[config.mk]
export PLATFORM = sky130hd
export DESIGN_NAME = cam_match_encoder
export DESIGN_NICKNAME = d
export VERILOG_FILES = /design/src/rtl/cam_pkg.sv /design/src/rtl/cam_priority_enc.sv /design/src/rtl/cam_match_encoder.sv
export SDC_FILE = /design/constraint.sdc
export NUM_CORES = 1
export LEC_CHECK = 0
export ABC_CLOCK_PERIOD_IN_PS = 1700
export CAP_MARGIN = 10
export CORE_ASPECT_RATIO = 2
export CORE_MARGIN = 4
export CORE_UTILIZATION = 40
export CTS_CLUSTER_DIAMETER = 50
export DETAILED_ROUTE_END_ITERATION = 8
export GPL_TIMING_DRIVEN = 0
export PLACE_DENSITY = 0.87
export SYNTH_ARGS = -nofsm -noshare
export SYNTH_HDL_FRONTEND = slang
export SYNTH_SLANG_ARGS = --single-unit
[constraint.sdc]
create_clock -name clk -period 1.7 [get_ports clk]
set_input_delay 0.255 -clock clk [delete_from_list [all_inputs] [get_ports clk]]
set_output_delay 0.255 -clock clk [all_outputs]
set_load 0.02 [all_outputs]
[src/rtl/cam_pkg.sv]
// rtl/cam_pkg.sv - shared types, defaults and helpers for the CAM match encoder
//
// Purpose : FSM state enum, default CAM geometry and the address-width helper
//           used by cam_match_encoder and cam_priority_enc.
// Ports   : none (package).
package cam_pkg;

    localparam int CAM_WIDTH_DEF = 8;
    localparam int CAM_DEPTH_DEF = 8;

    typedef enum logic [1:0] {
        IDLE    = 2'd0,
        LAUNCH  = 2'd1,
        CAPTURE = 2'd2,
        EMIT    = 2'd3
    } cam_state_t;

    // Never return 0 so a one-row CAM still gets a 1-bit address port.
    function automatic int cam_clog2(input int n);
        return (n <= 1) ? 1 : $clog2(n);
    endfunction

endpackage

[src/rtl/cam_priority_enc.sv]
// rtl/cam_priority_enc.sv - combinational lowest-index priority encoder
//
// Purpose : reduce a match vector to its lowest set index plus any-set and
//           more-than-one-set flags.
// Ports   : i_vec   [W-1:0]  vector to encode
//           o_idx   [AW-1:0] lowest set index (0 when vector is empty)
//           o_any            at least one bit set
//           o_multi          more than one bit set
module cam_priority_enc #(
    parameter int W  = 8,
    parameter int AW = 3
) (
    input  logic [W-1:0]  i_vec,
    output logic [AW-1:0] o_idx,
    output logic          o_any,
    output logic          o_multi
);

    // Scan high to low so the last assignment is the lowest set bit.
    always_comb begin
        o_idx = '0;
        for (int i = W - 1; i >= 0; i--) begin
            if (i_vec[i]) begin
                o_idx = AW'(i);
            end
        end
    end

    assign o_any   = |i_vec;
    // v & (v-1) drops the lowest set bit; anything left means popcount > 1.
    assign o_multi = |(i_vec & (i_vec - W'(1)));

endmodule

[src/rtl/cam_match_encoder.sv]
// rtl/cam_match_encoder.sv - CAM write/search sequencer and match-address encoder
//
// Purpose : accepts row writes and key searches, drives the CAM search word,
//           mask and one-hot write enable, waits MATCH_LAT cycles for the CAM
//           match vector, then emits encoded results with valid/ready.
// Config  : CAM_MULTI_HIT_EN - when defined, every matching row is reported in
//           ascending order; otherwise only the lowest matching row is reported.
// Ports   : clk, rst (async active-low)
//           wr_req/wr_addr/wr_ready         write request channel
//           we_decoded_row_address          one-hot row write enable to CAM
//           srch_valid/srch_ready           search request channel
//           srch_key/srch_mask              key (also write data) and mask
//           search_word/dont_care_mask      registered drive to CAM
//           decoded_match_address           per-row match vector from CAM
//           res_valid/res_ready             result channel handshake
//           res_hit/res_addr/res_multi/res_last  result fields
module cam_match_encoder
    import cam_pkg::*;
#(
    parameter int CAM_WIDTH = CAM_WIDTH_DEF,
    parameter int CAM_DEPTH = CAM_DEPTH_DEF,
    parameter int MATCH_LAT = 1,
    parameter int ADDR_W    = cam_clog2(CAM_DEPTH)
) (
    input  logic                 clk,
    input  logic                 rst,
    input  logic                 wr_req,
    input  logic [ADDR_W-1:0]    wr_addr,
    output logic                 wr_ready,
    output logic [CAM_DEPTH-1:0] we_decoded_row_address,
    input  logic                 srch_valid,
    output logic                 srch_ready,
    input  logic [CAM_WIDTH-1:0] srch_key,
    input  logic [CAM_WIDTH-1:0] srch_mask,
    output logic [CAM_WIDTH-1:0] search_word,
    output logic [CAM_WIDTH-1:0] dont_care_mask,
    input  logic [CAM_DEPTH-1:0] decoded_match_address,
    output logic                 res_valid,
    input  logic                 res_ready,
    output logic                 res_hit,
    output logic [ADDR_W-1:0]    res_addr,
    output logic                 res_multi,
    output logic                 res_last
);

    localparam int CNT_W  = cam_clog2(MATCH_LAT + 1);
    localparam int LAT_M1 = (MATCH_LAT > 0) ? MATCH_LAT - 1 : 0;

    cam_state_t           r_state;
    cam_state_t           w_state_nxt;
    logic [CNT_W-1:0]     r_cnt;
    logic [CAM_DEPTH-1:0] r_pend;
    logic                 r_multi;
    logic [CAM_WIDTH-1:0] r_word;
    logic [CAM_WIDTH-1:0] r_mask;
    logic [CAM_DEPTH-1:0] r_we;

    logic [CAM_DEPTH-1:0] w_we_onehot;
    logic [CAM_DEPTH-1:0] w_enc_vec;
    logic [ADDR_W-1:0]    w_enc_idx;
    logic                 w_enc_any;
    logic                 w_enc_multi;
    logic                 w_wr_take;
    logic                 w_srch_take;
    logic                 w_res_fire;

    // The single encoder serves two phases: popcount of the raw CAM vector
    // in CAPTURE, and lowest-index of the pending vector in EMIT.
    assign w_enc_vec = (r_state == CAPTURE) ? decoded_match_address : r_pend;

    cam_priority_enc #(
        .W  (CAM_DEPTH),
        .AW (ADDR_W)
    ) u_prio (
        .i_vec   (w_enc_vec),
        .o_idx   (w_enc_idx),
        .o_any   (w_enc_any),
        .o_multi (w_enc_multi)
    );

    // Rows beyond CAM_DEPTH never compare equal, giving an all-zero enable.
    always_comb begin
        w_we_onehot = '0;
        for (int i = 0; i < CAM_DEPTH; i++) begin
            w_we_onehot[i] = (32'(wr_addr) == i);
        end
    end

    // Readies are gated by rst so they read 0 while reset is held.
    assign wr_ready    = rst && (r_state == IDLE);
    assign srch_ready  = wr_ready && !wr_req;
    assign w_wr_take   = wr_ready && wr_req;
    assign w_srch_take = srch_ready && srch_valid;

    assign res_valid  = (r_state == EMIT);
    assign res_hit    = res_valid && w_enc_any;
    assign res_addr   = res_valid ? w_enc_idx : '0;
    assign res_multi  = res_valid && r_multi;
`ifdef CAM_MULTI_HIT_EN
    assign res_last   = res_valid && !w_enc_multi;
`else
    assign res_last   = res_valid;
`endif
    assign w_res_fire = res_valid && res_ready;

    assign search_word            = r_word;
    assign dont_care_mask         = r_mask;
    assign we_decoded_row_address = r_we;

    always_ff @(posedge clk or negedge rst) begin
        if (!rst) begin
            r_state <= IDLE;
        end else begin
            r_state <= w_state_nxt;
        end
    end

    always_comb begin
        w_state_nxt = r_state;
        case (r_state)
            IDLE: begin
                if (w_srch_take) begin
                    w_state_nxt = (MATCH_LAT == 0) ? CAPTURE : LAUNCH;
                end
            end
            LAUNCH: begin
                if (r_cnt == CNT_W'(LAT_M1)) begin
                    w_state_nxt = CAPTURE;
                end
            end
            CAPTURE: begin
                w_state_nxt = EMIT;
            end
            EMIT: begin
                if (w_res_fire && res_last) begin
                    w_state_nxt = IDLE;
                end
            end
            default: begin
                w_state_nxt = IDLE;
            end
        endcase
    end

    always_ff @(posedge clk or negedge rst) begin
        if (!rst) begin
            r_cnt   <= '0;
            r_pend  <= '0;
            r_multi <= 1'b0;
            r_word  <= '0;
            r_mask  <= '0;
            r_we    <= '0;
        end else begin
            r_we <= '0;
            case (r_state)
                IDLE: begin
                    r_cnt <= '0;
                    if (w_wr_take) begin
                        r_word <= srch_key;
                        r_mask <= srch_mask;
                        r_we   <= w_we_onehot;
                    end else if (w_srch_take) begin
                        r_word <= srch_key;
                        r_mask <= srch_mask;
                    end
                end
                LAUNCH: begin
                    r_cnt <= r_cnt + CNT_W'(1);
                end
                CAPTURE: begin
                    r_pend  <= decoded_match_address;
                    r_multi <= w_enc_multi;
                end
                EMIT: begin
                    if (w_res_fire) begin
                        if (res_last) begin
                            r_pend  <= '0;
                            r_multi <= 1'b0;
                        end else begin
                            // Retire the row just reported (lowest set bit).
                            r_pend <= r_pend & (r_pend - CAM_DEPTH'(1));
                        end
                    end
                end
                default: begin
                    r_cnt <= '0;
                end
            endcase
        end
    end

endmodule
# == Word level (Yosys, flattened, before mapping) ==
# Cells that the tools add are included.
# totals
reg_bits,36
input_bits,32
output_inout_bits,33
wordCells,68
# op_classes
addsub,2
eq_ne,14
n_mux,25
bitwise,1
n_reduce_logical,19
# op_table
cell,count
8-bit 2-to-1 mux,8
3-bit 2-to-1 mux,9
8-bit case mux with 2 select lines,1
8-bit OR reduction,2
3-bit equality test (second input constant),4
8-bit bitwise AND,1
1-bit logical AND,8
2-bit case mux with 4 select lines,1
8-bit by 1-bit subtractor with 8-bit output (second input constant),1
3-bit by 2-bit equality test with 1-bit output (second input constant),2
2-bit 2-to-1 mux,3
2-bit nonzero test,3
2-bit equality test (second input constant),2
2-bit by 1-bit inequality test with 1-bit output (second input constant),2
2-bit inequality test (second input constant),2
1-bit case mux with 2 select lines,2
2-bit AND reduction,2
3-bit by 1-bit equality test with 1-bit output (second input constant),1
3-bit zero test,1
3-bit AND reduction,1
2-bit by 1-bit equality test with 1-bit output (second input constant),1
2-bit zero test,1
1-bit adder (second input constant),1
1-bit zero test,1
1-bit 2-to-1 mux,1

# == Longest topological paths before layout ==
# Gate-level depths: netlist (run 1).
# depth
ltp_word,11
depth_mapped,9
depth_no_buf,7

# == Modules after synthesis ==
# Synthesis (run 1) repeated with hierarchy kept, for this count alone.
# unflattened
cells_unflattened,138
hier_area_um2,1764.2
# by_module_without_submodules
mod,n_inst,cells_each,area_per_inst_um2,seq_area_each_um2
cam_match_encoder,1,116,1616.6,900.9
cam_priority_enc,1,22,147.6,0.0

# == Worst setup path after synthesis (run 1) ==
# Ideal clock, no wire load.
# synth_path
path_kind,register to output
start,register r_state[0]
end,output port res_addr[0]
arrival_ns,1.697
t_required_ns,1.445
setup_slack_ns,-0.252
stages_incl_launch_ff,8
n_path_buf,3
path_cell_list,dfrtp_1 inv_1 ha_1 buf_4 buf_4 buf_4 nor3_1 a211oi_1
# synth_between
elab_chain_cells,11
word_cells_on_any_way,12
cone_classes,eq/ne (2); mux (10)
# synth_rtl
item,line_no,source
from (decl),cam_match_encoder.sv:49,cam_state_t r_state;
from (signal assigned),cam_match_encoder.sv:114,r_state <= w_state_nxt;
2-bit equality test,cam_match_encoder.sv:69,assign w_enc_vec = (r_state == CAPTURE) ? decoded_match_address : r_pend;
8-bit 2-to-1 mux,cam_match_encoder.sv:69,
3-bit 2-to-1 mux (8 in a row),cam_priority_enc.sv:23,if (i_vec[i]) begin
3-bit 2-to-1 mux *,cam_match_encoder.sv:97,assign res_addr = res_valid ? w_enc_idx : '0;
to (decl),cam_match_encoder.sv:41,"output logic [ADDR_W-1:0] res_addr,"
# Mark *: on every way between the ends. The rest lies on a longest branch, timed or not.

# == Worst setup path after layout (run 1) ==
# layout_path
start,register r_state[0]
end,output port res_hit
# layout_between
elab_chain_cells,4
word_cells_on_any_way,5
cone_classes,eq/ne (2); mux (1); reduce/logical (2)
# layout_rtl
item,line_no,source
2-bit equality test,cam_match_encoder.sv:69,
8-bit 2-to-1 mux,cam_match_encoder.sv:69,
8-bit OR reduction,cam_priority_enc.sv:29,assign o_any = |i_vec;
1-bit logical AND *,cam_match_encoder.sv:96,assign res_hit = res_valid && w_enc_any;
to (decl),cam_match_encoder.sv:40,"output logic res_hit,"
# Marks and branches as above.

==> impl_metrics.py, run 1 <==
metrics = {
    "yosys": {
        "synth-seq-cells": 36,
        "yosysTopAreaCellShare_pct": 49.3,
        "synth.cells.most_frequent": "dfrtp_1 (36), nand2_1 (15), nor2_1 (12), mux2_4 (10), o22ai_1 (10)",
        "syn-cell-area_mm2": 0.00183,
        "ys.flop_type": "dfrtp_1",
        "ys_top_cells_by_area": "dfrtp_1 (49%), mux2_4 (8.2%), mux2i_1 (4.4%)",
        "synth-edff-count": 0,
        "async_flop_share_pct": 100,
        "syn-num-nets": 200,
        "synth.largest_area_cell": "dfrtp_1",
        "netlist_instances": 164,
        "yosys_warnings": 0,
        "synth.most_common_cell": "dfrtp_1",
        "synth_cell_types": 35,
        "avgSynthCellArea_um2": 11.1,
        "yosysSeqAreaShare_pct": 49.3,
    },
    "sta": {
        "fmax_mhz": 484,
        "hold_viol_final": 0,
        "fin_ws_ns": -0.366,
        "whs_ns": 0.0469,
        "setup_viol": 11,
        "tightest_slew_ns": 0.403,
        "fin_crit_ns": 2.07,
        "fin_skew_ns": 0.00693,
        "period_share_pct": 122,
        "fin_setup_tns_ns": -1.82,
        "max-slew-margin-rel_pct": 73.1,
        "slew_violations": 0,
        "rsz0062_at_grt": "true",
    },
    "place": {
        "place_hpwl_mm": 3.27,
        "portBuffers": 63,
        "gp_congestion": 0.866,
    },
    "clock_tree": {
        "numCtsBuffers": 5,
        "clock-sinks": 36,
        "cts_tree": "built",
        "h-tree-depth": 2,
        "clk_latency_ns": 0.29,
        "clk_pin_slew_ns": 0.08,
        "cts_buffer_depth": 2,
        "cts_root_buf": "clkbuf_8",
    },
    "cells_and_area": {
        "n_fill_cell": 304,
        "n_antenna_cell": 0,
        "drive_above_1_share_pct": 36.3,
        "syn_to_final_growth_pct": 66.1,
        "final_util_pct": 69.2,
        "nNetsFinal": 294,
    },
    "power_and_ir_drop": {
        "clkPwrFrac_pct": 13.7,
        "p_sw_mw": 2.02,
        "ir_drop_uv": 1240,
        "swShare_pct": 37.2,
        "p_leak_nw": 1.33,
        "p_seq_share_pct": 27.2,
        "intPower_mw": 3.41,
        "fin_total_pwr_mw": 5.44,
        "combPwrFrac_pct": 59.1,
        "p_per_area_mw_per_mm2": 1790,
    },
    "critical_path": {
        "critPathKind": "reg2out",
        "critical_path.n_buffers_inverters": 2,
        "worstPathCellList": "inv_2, ha_4, nor3b_2, o22ai_1, o21a_1, buf_6",
        "endpoint_kind": "primary output",
        "cp_max_fo": 8,
        "timing.critical_path.slowest_stage_cell": "dfrtp_1",
        "critPathLaunchType": "flip-flop",
        "r2r_end": "r_state[1]$_DFFE_PN0P_",
        "cp.arrival_ns": 1.81,
        "reg2reg_slack_ns": -0.07,
        "cp_data_required_time_ns": 1.44,
        "ff2ff_path_depth": 9,
        "rr_startpoint": "r_state[0]$_DFFE_PN0P_",
        "critical-path-max-stage-delay_ns": 0.39,
        "cpLargestDelayFamily": "compound AO/OA/AOI/OAI gates",
    },
    "floorplanning": {
        "die_area_mm2": 0.00577,
        "num_rows": 34,
        "initial_utilization_pct": 41.7,
        "die_h_um": 104,
        "die_w_um": 55.8,
        "boundaryPins": 65,
        "core_mm2": 0.00438,
    },
    "routing": {
        "first_iter_violations": 40,
        "drtAntennaViolNets": 0,
        "avgRoutedWirePerCell_um": 15.8,
        "viasPerCell": 5.06,
        "vias": 1583,
        "remaining_drc_errors": 0,
        "wirelength_mm": 4.95,
        "dr.pass1.iters": 4,
    },
    "run_status": {
        "violations": "setup timing",
        "status": "finished with violations",
    },
    "run": {
        "maxCapViolCount": 0,
    },
    "global_routing": {
        "grt_pass1_wl_mm": 7.80,
        "grt_max_degree": 39,
        "grtUsageTotal_pct": 17.0,
        "antenna_found_initial": 0,
        "grt_remaining_overflow": 0,
        "first_global_vias": 1660,
    },
    "min_path": {
        "hold_class": "in2async",
    },
}
-- layer usage --
metal / global-route usage [%] / up-vias / wire [µm] / share of wire, %
met5: 0 / - / 0 / 0
met4: 8.35 / 0 / 191 / 3.9
met3: 4.86 / 14 / 285 / 5.8
met2: 31.0 / 60 / 2760 / 56
met1: 16.9 / 753 / 1710 / 35
li1: - / 756 / - / -
-- worst reg2reg max path, delay by kind of cell (launching register included) --
family / cells / cell delay, ns
buf+inv: 5 / 0.66
flops: 1 / 0.39
compound gates: 2 / 0.41
simple gates: 1 / 0.05
fa+ha+maj: 1 / 0.17
-- worst max path at each step --
stage,start,endpoint,slack (ns),cells after the start
after floorplan,r_state[0]$_DFFE_PN0P_,res_addr[0],-0.01,7
after global placement,rst,srch_ready,-1.60,5
after detailed placement,r_state[0]$_DFFE_PN0P_,res_addr[0],-0.65,8
after CTS,r_state[0]$_DFFE_PN0P_,res_addr[0],-0.36,7
after global routing,r_state[0]$_DFFE_PN0P_,res_hit,-0.44,7
final,r_state[0]$_DFFE_PN0P_,res_hit,-0.37,6
-- power groups by stage --
stage               Combinational (mW)  Clock, mW  Sequential (mW)
finish                            3.21      0.747             1.48
global route                      3.42      0.801             1.52
CTS                               2.83      0.766             1.47
detailed placement                2.52          0             1.45
global placement                  2.47          0             1.43
floorplan                         1.40          0             1.67
-- layout make-up --
cell class                      instances  area, µm²  area share [%]
Buffer                                  7       83.8            2.77
Clock buffer                            5       68.8            2.27
Clock inverter                          3       42.5            1.40
Inverter                                6       22.5           0.743
Multi-Input combinational cell        113        968            31.9
Sequential cell                        36        902            29.8
Tap cell                               54       67.6            2.23
Timing Repair Buffer                   89        876            28.9
-- cell usage in the layout, fill, tap and decap left out, types with 2 or more instances in the layout --
| cell type | instances |
|---|---|
| ha_4 | 3 |
| buf_4 | 21 |
| nand2_1 | 14 |
| o22ai_1 | 10 |
| mux2_4 | 10 |
| a21oi_1 | 6 |
| a21oi_2 | 2 |
| nand3_1 | 2 |
| mux2i_1 | 7 |
| o21ai_2 | 2 |
| nor3_1 | 2 |
| inv_2 | 3 |
| buf_6 | 11 |
| mux2_2 | 7 |
| clkbuf_8 | 5 |
| buf_12 | 3 |
| nand3b_1 | 2 |
| buf_8 | 2 |
| nand2b_1 | 3 |
| nor2_1 | 11 |
| and2_4 | 2 |
| inv_1 | 3 |
| clkdlybuf4s50_1 | 53 |
| dfrtp_1 | 35 |
| o21bai_1 | 2 |
| buf_2 | 3 |
| nor3_2 | 4 |
| o21ai_1 | 3 |
-- cells by family after synthesis --
family / synth area share, %
mux: 16.9
compound gates: 12.3
simple gates: 13.3
buf+inv: 5.41
flops: 49.3
fa+ha+maj: 2.74
-- sequential cells by signal, summed over array words and instances (netlist names) --
signal                  flops
search_word                 8
we_decoded_row_address      8
r_pend                      8
r_state                     2
r_cnt                       1
dont_care_mask              8
r_multi                     1
-- through the flow --
step	std cells	setup slack [ns]	cell area, µm²
floorplan	164	-0.0144	1860
global placement	281	-1.60	2560
detailed placement	281	-0.653	2550
CTS	298	-0.357	2820
global route	313	-0.435	3030
finish	313	-0.366	3030
-- repair_timing --
action / in CTS / in global routing
setup endpoints to repair: 20 / 27
hold buffers: 0 / 3
buffers inserted: 10 / 16
hold endpoints to repair: 0 / 29
gates cloned: 1 / 0
pin swaps: 4 / 9
gates resized for setup: 61 / 35
Note: power is estimated with default switching activity, not from simulation.
==> inputs of run 2 (changes only) <==
- ABC_CLOCK_PERIOD_IN_PS: 1700 -> 1720
- CAP_MARGIN: 10 -> 20
- TNS_END_PERCENT: default -> 1
- clock period: 1.7 -> 1.72 ns (I/O delays scaled with it)
==> run 2 against run 1 <==
Net effect: the run still ends with setup timing left; final area down 6.6%; die area unchanged; sequential cell count stayed put; sequential share of layout area rose by 2.0 points; clock skew fell by 0.0014 ns; register-to-register slack improved by 0.04 ns; non-clock buffer count shrank 15; global-route usage is 1.4 points lower.
==> impl_metrics.py, run 2 (synthesis results as in run 1) <==
metrics = {
    "run_status": {
        "status": "finished with violations",
        "violations": "setup timing",
    },
    "clock_tree": {
        "clk_pin_slew_ns": 0.07,
        "clock-sinks": 36,
        "cts_root_buf": "clkbuf_8",
        "h-tree-depth": 2,
        "numCtsBuffers": 5,
        "cts_buffer_depth": 2,
        "cts_tree": "built",
        "clk_latency_ns": 0.28,
    },
    "global_routing": {
        "grt_pass1_wl_mm": 7.16,
        "grtUsageTotal_pct": 15.6,
        "first_global_vias": 1649,
        "grt_max_degree": 39,
        "antenna_found_initial": 0,
        "grt_remaining_overflow": 0,
    },
    "power_and_ir_drop": {
        "p_per_area_mw_per_mm2": 1770,
        "combPwrFrac_pct": 56.2,
        "clkPwrFrac_pct": 14.6,
        "fin_total_pwr_mw": 5.00,
        "p_leak_nw": 1.23,
        "p_seq_share_pct": 29.2,
        "intPower_mw": 3.13,
        "p_sw_mw": 1.87,
        "swShare_pct": 37.3,
        "ir_drop_uv": 1110,
    },
    "min_path": {
        "hold_class": "in2reg",
    },
    "critical_path": {
        "critPathLaunchType": "flip-flop",
        "endpoint_kind": "primary output",
        "cp_max_fo": 8,
        "critPathKind": "reg2out",
        "cp.arrival_ns": 1.84,
        "cp_data_required_time_ns": 1.46,
    },
    "floorplanning": {
        "boundaryPins": 65,
        "initial_utilization_pct": 41.7,
        "die_w_um": 55.8,
        "core_mm2": 0.00438,
        "num_rows": 34,
        "die_h_um": 104,
        "die_area_mm2": 0.00577,
    },
    "sta": {
        "setup_viol": 18,
        "fin_crit_ns": 2.10,
        "tightest_slew_ns": 0.959,
        "fin_ws_ns": -0.381,
        "rsz0062_at_grt": "true",
        "fmax_mhz": 476,
        "fin_setup_tns_ns": -1.81,
        "hold_viol_final": 0,
        "period_share_pct": 122,
        "slew_violations": 0,
        "fin_skew_ns": 0.00554,
        "whs_ns": 0.236,
        "max-slew-margin-rel_pct": 35.9,
    },
    "cells_and_area": {
        "drive_above_1_share_pct": 28.7,
        "seqCellArea_um2": 901,
        "instances_no_fill": 298,
        "final_common_cell": "clkdlybuf4s50_1",
        "mostFrequentLayoutCells": "clkdlybuf4s50_1 (53), dfrtp_1 (36), nand2_1 (14), buf_4 (13), nor2_1 (11)",
        "n_fill_cell": 364,
        "multi_input_area_um2": 925,
        "syn_to_final_growth_pct": 55.2,
        "final_util_pct": 64.6,
        "nNetsFinal": 279,
        "n_antenna_cell": 0,
        "fin_area_mm2": 0.00283,
    },
    "place": {
        "placed_area_mm2": 0.00253,
        "gp_congestion": 0.890,
        "pre_cts_ws_ns": -0.654,
        "portBuffers": 63,
        "place_hpwl_mm": 3.28,
        "dp_cells": 281,
    },
    "routing": {
        "first_iter_violations": 30,
        "viasPerCell": 5.14,
        "wirelength_mm": 4.59,
        "dr.pass1.iters": 4,
        "avgRoutedWirePerCell_um": 15.4,
        "drtAntennaViolNets": 0,
        "remaining_drc_errors": 0,
        "vias": 1531,
    },
    "run": {
        "maxCapViolCount": 0,
    },
}
run 2: cell types whose count changed in the layout (fill, tap and decap cells not counted), sizes merged:
cell / change
clkbuf: +1
buf: -20
dlygate4sd2: +1
dlygate4sd3: +1
clkdlybuf4s15: +2
run 2: power groups by stage:
| stage | sequential, mW | combinational (mW) | clock, mW |
|---|---|---|---|
| after CTS | 1.45 | 2.74 | 0.756 |
| final | 1.46 | 2.81 | 0.730 |
| after global placement | 1.40 | 2.39 | 0 |
| after detailed placement | 1.42 | 2.44 | 0 |
| after global routing | 1.51 | 3.01 | 0.785 |
| after floorplan | 1.64 | 1.33 | 0 |
run 2: timing repair:
| item | in CTS | in global routing |
|---|---|---|
| pin swaps | 6 | 2 |
| hold buffers | 0 | 2 |
| setup buffers | 7 | 0 |
| hold endpoints to repair | 0 | 22 |
| setup endpoints to repair | 20 | 26 |
| resized for setup | 56 | 11 |
run 2: critical path, stage by stage, from the launching register on:
cell,delay [ns]
dfrtp_1,0.40
inv_2,0.10
ha_4,0.14
buf_12,0.13
buf_8,0.13
mux2i_4,0.24
nand2_1,0.08
a211oi_2,0.17
buf_4,0.18
run 2: final cells by class:
| class | count | share of cell area (%) |
|---|---|---|
| tap | 54 | 2.39 |
| timing repair buffer | 72 | 24.5 |
| buffer | 9 | 3.93 |
| inverter | 6 | 0.795 |
| clock inverter | 3 | 1.50 |
| clock buffer | 5 | 2.43 |
| multi-input combinational | 113 | 32.6 |
| sequential | 36 | 31.8 |
run 2: worst paths after layout:
kind | to | cells after the start | slack, ns | start
setup reg to reg | r_multi$_DFFE_PN0P_ | 9 | -0.03 | r_state[0]$_DFFE_PN0P_
setup / recovery | res_addr[0] | 8 | -0.38 | r_state[0]$_DFFE_PN0P_
hold / removal | r_pend[7]$_DFFE_PN0P_ | 2 | 0.24 | res_ready
hold reg to reg | dont_care_mask[5]$_DFFE_PN0P_ | 1 | 0.51 | dont_care_mask[5]$_DFFE_PN0P_
max in group asynchronous | we_decoded_row_address[5]$_DFF_PN0_ | 2 | 0.41 | rst
min in group asynchronous | dont_care_mask[4]$_DFFE_PN0P_ | 2 | 0.62 | rst
run 2: layer usage:
metal  up-vias  GRT usage, %  share of wire, %
li1        732             -                 -
met3        12          3.49               5.5
met2        61          28.6                55
met5         -             0                 0
met1       726          15.5                36
met4         0          8.87               2.9
==> inputs of run 3 (changes only) <==
- ABC_CLOCK_PERIOD_IN_PS: 1720 -> 2400
- CORE_UTILIZATION: 40 -> 45
- PLACE_DENSITY: 0.87 -> 0.92
- clock period: 1.72 -> 2.4 ns (I/O delays scaled with it)
==> run 3 against run 2 <==
Net effect: combinational power is 35% lower; the flow now finishes without violations; die area is 9.9% lower; worst setup slack improved by 0.44 ns; first-iteration DRC count is 20% lower; sequential power is 29% lower; highest routed layer unchanged.
==> impl_metrics.py, run 3 (synthesis results as in run 1) <==
metrics = {
    "cells_and_area": {
        "mostFrequentLayoutCells": "clkdlybuf4s50_1 (57), dfrtp_1 (36), nand2_1 (15), nor2_1 (12)",
        "final_util_pct": 69.4,
        "fin_area_mm2": 0.00269,
        "n_fill_cell": 296,
        "syn_to_final_growth_pct": 47.6,
        "final_common_cell": "clkdlybuf4s50_1",
        "drive_above_1_share_pct": 21.9,
        "n_antenna_cell": 0,
        "instances_no_fill": 288,
        "nNetsFinal": 272,
    },
    "place": {
        "dp_cells": 278,
        "placed_area_mm2": 0.00251,
        "place_hpwl_mm": 3.43,
        "portBuffers": 63,
        "pre_cts_ws_ns": -0.141,
        "gp_congestion": 0.865,
    },
    "run": {
        "maxCapViolCount": 0,
    },
    "clock_tree": {
        "clock-sinks": 36,
        "h-tree-depth": 2,
        "clk_latency_ns": 0.28,
        "cts_root_buf": "clkbuf_8",
        "clk_pin_slew_ns": 0.07,
        "cts_tree": "built",
        "cts_buffer_depth": 2,
        "numCtsBuffers": 5,
    },
    "routing": {
        "top_layer": "met4",
        "avgRoutedWirePerCell_um": 15.3,
        "wl_met3_um": 244,
        "remaining_drc_errors": 0,
        "viasPerCell": 5.24,
        "dr.pass1.iters": 4,
        "drtAntennaViolNets": 0,
        "drt-met1-wl_mm": 1.51,
        "wirelength_mm": 4.41,
        "first_iter_violations": 24,
        "wl_met2_mm": 2.53,
        "vias": 1509,
    },
    "sta": {
        "fin_ws_ns": 0.0612,
        "whs_ns": 0.0251,
        "slew_violations": 0,
        "fin_crit_ns": 2.34,
        "setup_viol": 0,
        "hold_viol_final": 0,
        "max-slew-margin-rel_pct": 69.0,
        "fin_skew_ns": 0.00455,
        "rsz0062_at_grt": "true",
        "tightest_slew_ns": 0.465,
        "period_share_pct": 97.4,
        "fin_setup_tns_ns": 0,
        "fmax_mhz": 428,
    },
    "run_status": {
        "status": "finished, final reports clean",
    },
    "floorplanning": {
        "die_w_um": 53.0,
        "core_mm2": 0.00388,
        "num_rows": 32,
        "initial_utilization_pct": 47.0,
        "die_h_um": 98.1,
        "boundaryPins": 65,
        "die_area_mm2": 0.00520,
    },
    "global_routing": {
        "grt_max_degree": 39,
        "first_global_vias": 1656,
        "antenna_found_initial": 0,
        "grtUsageTotal_pct": 18.5,
        "grt_pass1_wl_mm": 7.24,
        "grt_remaining_overflow": 0,
    },
    "power_and_ir_drop": {
        "ir_drop_uv": 982,
        "p_leak_nw": 1.18,
        "fin_total_pwr_mw": 3.40,
        "p_per_area_mw_per_mm2": 1260,
    },
    "critical_path": {
        "cp.arrival_ns": 1.98,
        "endpoint_kind": "primary output",
        "cp_max_fo": 8,
        "cp_data_required_time_ns": 2.04,
        "critical-path-max-stage-delay_ns": 0.40,
        "cpLargestDelayFamily": "simple AND/OR/NAND/NOR gates",
        "critical_path.n_buffers_inverters": 3,
        "critPathLaunchType": "flip-flop",
        "critPathKind": "reg2out",
        "timing.critical_path.slowest_stage_cell": "dfrtp_1",
        "worstPathCellList": "inv_2, ha_1, buf_4, nor3_2, a21oi_1, or2_1, o21a_1, buf_2",
    },
    "min_path": {
        "hold_class": "in2async",
    },
}
## run 3: changes by cell type in the layout (fill, tap and decap cells not counted), moves of 2 or more
cell,before,now
buf_4,13,7
dlygate4sd3_1,2,0
buf_2,0,3
ha_1,1,3
buf_6,4,2
clkdlybuf4s15_2,2,0
nor3_1,2,4
clkdlybuf4s50_1,53,57
## run 3: worst paths after layout
check	start	to	slack (ns)	depth (start not counted)
min in group clk	res_ready	r_pend[2]$_DFFE_PN0P_	0.34	2
setup / recovery	r_state[0]$_DFFE_PN0P_	res_hit	0.06	8
hold / removal	rst	search_word[6]$_DFFE_PN0P_	0.03	1
setup reg to reg	r_state[0]$_DFFE_PN0P_	r_multi$_DFFE_PN0P_	0.57	9
hold reg to reg	dont_care_mask[5]$_DFFE_PN0P_	dont_care_mask[5]$_DFFE_PN0P_	0.51	1
max in group asynchronous	rst	r_pend[5]$_DFFE_PN0P_	2.05	1
## run 3: area by class of cell
cell class | instances | area (µm²) | area share [%]
Sequential cell | 36 | 901 | 33.4
Multi-Input combinational cell | 113 | 876 | 32.5
Timing Repair Buffer | 65 | 628 | 23.3
Buffer | 9 | 91.3 | 3.39
Clock buffer | 5 | 68.8 | 2.55
Tap cell | 51 | 63.8 | 2.37
Clock inverter | 3 | 42.5 | 1.58
Inverter | 6 | 22.5 | 0.836
## run 3: per-layer routing
metal / track usage (%) / up-vias
li1: - / 721
met1: 17.7 / 711
met2: 35.7 / 65
met3: 3.21 / 12
met4: 7.68 / 0
met5: 0 / -
## run 3: timing repair
action,CTS,global route
pin swaps,0,1
setup endpoints to repair,6,6
gates resized for setup,18,19
setup buffers,1,1
endpoints found under the hold margin,0,0
hold buffers,0,0
## run 3: worst reg2reg max path: stages, from the launching register on
cell     delay (ns)
dfrtp_1        0.40
inv_2          0.07
ha_1           0.19
buf_4          0.17
nor3_2         0.18
a21oi_1        0.09
or2_1          0.27
buf_4          0.14
o21ai_1        0.09
a21oi_1        0.10
## run 3: power breakdown
group / switching, mW / internal (mW) / total, mW / leakage (nW)
Clock: 0.214 / 0.307 / 0.522 / 0.0541
Sequential: 0.188 / 0.848 / 1.04 / 0.447
Combinational: 0.878 / 0.963 / 1.84 / 0.680
